File: src/rtl/prio_enc_seq.sv
// prio_enc_seq: registered priority encoder with valid/ready handshakes.
// A nonzero request vector is captured in IDLE. In SCAN the block emits the index of
// each set bit, one per accepted handshake. The order is either lowest-index-first
// or round-robin from a pointer that persists across vectors.
module prio_enc_seq #(
  parameter int N    = 8,
  parameter int MODE = 0
) (
  input  logic                 clk,
  input  logic                 rst,
  input  logic [N-1:0]         req_i,
  input  logic                 req_valid,
  output logic                 req_ready,
  output logic [$clog2(N)-1:0] idx_o,
  output logic                 idx_valid,
  input  logic                 idx_ready,
  output logic                 idx_last,
  output logic                 busy
);

  localparam int W = $clog2(N);

  typedef enum logic {IDLE, SCAN} state_t;

  state_t         state, state_n;
  logic [N-1:0]   pend, pend_n, sel_mask;
  logic [W-1:0]   ptr, ptr_n, sel, base, cand;
  logic           one_left;

  // Fixed priority always scans from bit 0; round-robin starts at the stored pointer
  assign base = (MODE == 1) ? ptr : '0;

  // Pick the first pending bit at or after base, wrapping; lower offsets override higher ones
  always_comb begin
    sel  = '0;
    cand = '0;
    for (int i = N - 1; i >= 0; i--) begin
      cand = W'((int'(base) + i) % N);
      if (pend[cand]) sel = cand;
    end
  end

  // One-hot mask of the selected bit, used to retire it on a handshake
  always_comb begin
    sel_mask      = '0;
    sel_mask[sel] = 1'b1;
  end

  assign one_left = (pend != '0) && ((pend & (pend - N'(1))) == '0);

  // Next-state and output decode; outputs depend only on registered state
  always_comb begin
    state_n   = state;
    pend_n    = pend;
    ptr_n     = ptr;
    req_ready = 1'b0;
    busy      = 1'b0;
    idx_valid = 1'b0;
    idx_o     = '0;
    idx_last  = 1'b0;
    case (state)
      IDLE: begin
        req_ready = 1'b1;
        if (req_valid && (req_i != '0)) begin
          pend_n  = req_i;
          state_n = SCAN;
        end
      end
      SCAN: begin
        busy      = 1'b1;
        idx_valid = 1'b1;
        idx_o     = sel;
        idx_last  = one_left;
        if (idx_ready) begin
          pend_n = pend & ~sel_mask;
          if (MODE == 1) begin
            ptr_n = (int'(sel) == N - 1) ? '0 : sel + W'(1);
          end
          if (one_left) state_n = IDLE;
        end
      end
      default: state_n = IDLE;
    endcase
  end

  // State, pending vector and round-robin pointer registers with synchronous reset
  always_ff @(posedge clk) begin
    if (rst) begin
      state <= IDLE;
      pend  <= '0;
      ptr   <= '0;
    end else begin
      state <= state_n;
      pend  <= pend_n;
      ptr   <= ptr_n;
    end
  end

endmodule
File: config.mk
export PLATFORM = sky130hd
export DESIGN_NAME = prio_enc_seq
export DESIGN_NICKNAME = d
export VERILOG_FILES = /design/src/rtl/prio_enc_seq.sv
export SDC_FILE = /design/constraint.sdc
export NUM_CORES = 1
export LEC_CHECK = 0
export ABC_AREA = 1
export CORE_UTILIZATION = 46
export CTS_BUF_LIST = sky130_fd_sc_hd__clkbuf_8
export DETAILED_ROUTE_END_ITERATION = 6
export PLACE_DENSITY = 0.83
export SYNTH_ARGS = -nofsm -noshare
export SYNTH_HDL_FRONTEND = slang
export SYNTH_SLANG_ARGS = --single-unit
export TNS_END_PERCENT = 20
File: constraint.sdc
create_clock -name clk -period 3 [get_ports clk]
set_clock_uncertainty 0.15 [all_clocks]
set_input_delay 0.3 -clock clk [delete_from_list [all_inputs] [get_ports clk]]
set_output_delay 0.3 -clock clk [all_outputs]
set_load 0.05 [all_outputs]
Yosys cells after proc, flatten, opt, wreduce, memory -nomap -nowiden. Cells that the tools add are included.

Input port bits: 12. Flip-flop bits (word level): 9. Word-level logic and storage cells: 39.

Add/sub/neg operators: 1. Order comparisons: 2. Bitwise gates (word level): 4. Reductions and logical operators: 7. Muxes and demuxes: 21. Eq/ne operators: 2.

Operator list (count): two-way mux 3 bit (9); bitwise AND 8 bit (2); two-way mux 8 bit (2); one-hot mux 8 bit (2 select lines) (1); nonzero test 8 bit (2); zero test 8 bit (1); inverter 8 bit (1); subtractor 8 x 1 -> 8 bit, second input constant (1); two-way mux 1 bit (7); less-than comparator 3 x 4 -> 1 bit, second input constant (1); inequality test 2 bit, second input constant (2); demux 1 bit (select 3 bit) (1); >= comparator 3 x 1 -> 1 bit, second input constant (1); logical AND 1 bit (3); one-hot mux 1 bit (2 select lines) (1); AND reduction 2 bit (1); inverter 1 bit (1).

Longest topological paths before layout.
Depth after elaboration: 16. Depth in mapped cells: 8. Gate-level depth less buffers: 8.

Least setup slack after synthesis. Ideal clock, no wire load.

Path kind: reg2out. Start point: register state. End point: output port idx_last. Stages on the path, launching flop included: 5. Arrival time: 1.808 ns. Required time: 2.550 ns. Setup slack: 0.742 ns. Cells stage by stage: dfxtp_1 -> buf_4 -> inv_4 -> buf_4 -> nor2_1.

Word-level cells in the longest chain between the ends: 1.

Ends and longest elaborated chain: start, declared (RTL line 25) `state_t state, state_n;`; start signal, assigned (RTL line 93) `state <= state_n;`; two-way mux 1 bit (RTL line 61) `case (state)`; end, declared (RTL line 17) `output logic idx_last,`.

No other way between the ends.

Worst setup path in the final report.
Start point: register pend[2]. End point: output port idx_last.

Word-level cells in the longest chain between the ends: 5. Elaborated cells between the ends (all ways): 6. Those cells by class: add/sub (1); mux (1); bitwise (1); reduce/logical (3).

Ends and longest elaborated chain: start, declared (RTL line 26) `logic [N-1:0] pend, pend_n, sel_mask;`; start signal, assigned (RTL line 94) `pend <= pend_n;`; subtractor 8 x 1 -> 8 bit (RTL line 49) `assign one_left = (pend != '0) && ((pend & (pend - N'(1))) == '0);`; bitwise AND 8 bit (RTL line 49); zero test 8 bit (RTL line 49); logical AND 1 bit (*) (RTL line 49); two-way mux 1 bit (*) (RTL line 61).

Every way passes the cells marked *; elsewhere a longest branch is shown, timed or not.

==> metrics.cfg <==
[cells_and_area]
final_nets=140
syn_to_final_growth_pct=32.71
layout.cells.non_filler=142
final_common_cell=nand2_1
antenna_cells=0
final_cell_mix=nand2_1, clkdlybuf4s50_1, nand3_1, a21oi_1
drive_above_1_share_pct=8.661

[setup_path]
worstSetupStartpoint=pend[2]
crit_cells=6
cp.required_ns=2.55
crit_end=idx_last
critPathArrivalTime_ns=2.11
r2r-end=pend[3]
cpMaxStageDelayCell=clkdlybuf4s50_1
cp_top_family=buffers and inverters
r2r.worst_path.cells=5
cp-end-kind=output pin
start_kind=flop
path_buf_inv=1
critPathKind=flop to output pin
cpMostUsedCell=nand3_1
reg2reg_from=state
cp_max_fo=5
r2r_slack_ns=1.55
critical_path.cell_chain=nor2_2 > nand3_1 > a21oi_1 > nand3_1 > nor2_1 > clkdlybuf4s50_1
critical_path.max_stage_delay_ns=0.80

[clock_network]
clock_sinks=9
post_cts_resized=0
clockBufferDepth=2
cts_max_level=1
cts_buffers=3
root_buffer=clkbuf_8
cts_tree=yes
cts_setup_buffers=0
cts_hold_buf=0
path_clk_slew_ns=0.04
insertion_delay_ns=0.23

[sta]
period_share_pct=85.38
hold_viol_final=0
drv_slew=0
tightestPinTransition_ns=0.4938
fmax_ghz=0.3904
fin_setup_tns_ns=0
relSlewSlack_pct=66.98
finalSetupViolCount=0
period_needed_ns=2.562
rsz0062_at_grt=false

[route]
wirelength_mm=1.622
via_per_inst=5.493
ant_nets=0
drt_iter0_drc=37
drt-pass1-iter-count=4
drc=0
num_vias=780
wl_per_cell_um=11.42

[run_status]
status=finished, final reports clean

[global_route]
grt_pass1_wl_mm=2.525
grt_pass1_vias=586
overflow=0
grt_max_degree=18
antenna_found_initial=0
grt_use_total_pct=23.90

[power_and_ir_drop]
peakVddDrop_v=0.0003009
p_leak_nw=0.3682
power_density_mw_per_mm2=506.8

[floorplanning]
initial_core_util_pct=50.52
ios=19
die_h_um=40.04
rows=13
dieWidth_um=40.04
core_mm2=0.001318
die_area_mm2=0.001603

[logic_synthesis]
yosysUniqueCellTypes=17
ys_warn_count=0
synthCells=109
syn_nets=121
synth_area_um2=665.6
ys_ff_latch=9
synth_area_per_cell_um2=6.107
yosysSeqAreaShare_pct=27.07

[place]
gp_congestion=0.9183
placedCellCount=138
io_buffers=18
dp_hpwl_mm=1.219

[run]
drv_cap=0

[min_path]
hold_class=flop to flop

## final cells by class
cell class              instances  area (um2)
clock inverters                 1       3.754
clock buffers                   3       41.29
repair buffers                 18       180.2
well taps                      15       18.77
fillers                       113       434.2
inverters                      10       40.04
multi-input cells              86       419.2
flip-flops and latches          9       180.2
## tightest hold or removal path: cells and delay by family, from the launching register on
family / cells / cell delay [ns]
flip-flops: 1 / 0.34
AO/OA/AOI/OAI: 1 / 0.06
AND/OR/NAND/NOR: 1 / 0.09
## power by group
group	total [W]	switching, W	leakage (nW)	internal [W]
clock network	0.000134	0.0000454	0.0269	0.0000889
logic	0.000166	0.000104	0.267	0.0000626
registers	0.000147	0.0000169	0.0739	0.000130
total	0.000448	0.000166	0.368	0.000282
## synth_stat cells
master | count | area, um2
nand2_2 | 1 | 6.260
o21ai_1 | 2 | 10.01
dfxtp_1 | 9 | 180.2
o21ai_0 | 10 | 50.05
nand3_2 | 1 | 10.01
nor2_4 | 1 | 11.26
nand3_1 | 16 | 80.08
nor2_2 | 3 | 18.77
buf_4 | 3 | 22.52
inv_4 | 1 | 6.260
nor2_1 | 9 | 33.78
nand4_1 | 2 | 12.51
o211ai_4 | 1 | 21.27
nand2_1 | 28 | 105.1
a21oi_1 | 12 | 60.06
buf_1 | 1 | 3.750
inv_1 | 9 | 33.78
## cells by family after synthesis
group / after synthesis / share of synthesized area [%]
AOI/OAI and AO/OA: 25 / 21.24
and+or+nand+nor: 61 / 41.73
DFF: 9 / 27.07
buffers and inverters: 14 / 9.962
## routing by layer
metal / vias up / wire length (um) / global-route usage [%]
li1: 402 / - / -
met4: 0 / 13 / 10.34
met2: 26 / 749 / 37.10
met3: 4 / 77 / 3.333
met5: - / 0 / 0
met1: 348 / 782 / 32.55
## worst min path at each step
stage	cells past startpoint	slack [ns]	start	endpoint
after detailed placement	2	0.40	pend[7]	pend[7]
after global routing	2	0.43	pend[4]	pend[4]
after CTS	2	0.40	pend[7]	pend[7]
after floorplan	2	0.31	req_i[0]	pend[0]
after global placement	2	0.39	pend[7]	pend[7]
final	2	0.40	pend[7]	pend[7]
## flip-flops by register name (all words and copies together) (netlist names)
register / flops
state: 1
pend: 8
## through the flow
stage	hold slack, ns	util (%)	power, W	cell area [um2]	setup slack [ns]
after floorplan	0.3123	-	0.0002664	665.6	0.7423
after global placement	0.3917	63.63	0.0003115	838.3	0.7091
after detailed placement	0.3960	63.63	0.0003131	838.3	0.6996
after CTS	0.4026	67.05	0.0004510	883.3	0.4446
after global routing	0.4266	67.05	0.0004769	883.3	0.3314
final	0.3994	67.05	0.0004477	883.3	0.4385
No activity file was read; power rests on OpenSTA's default activity.
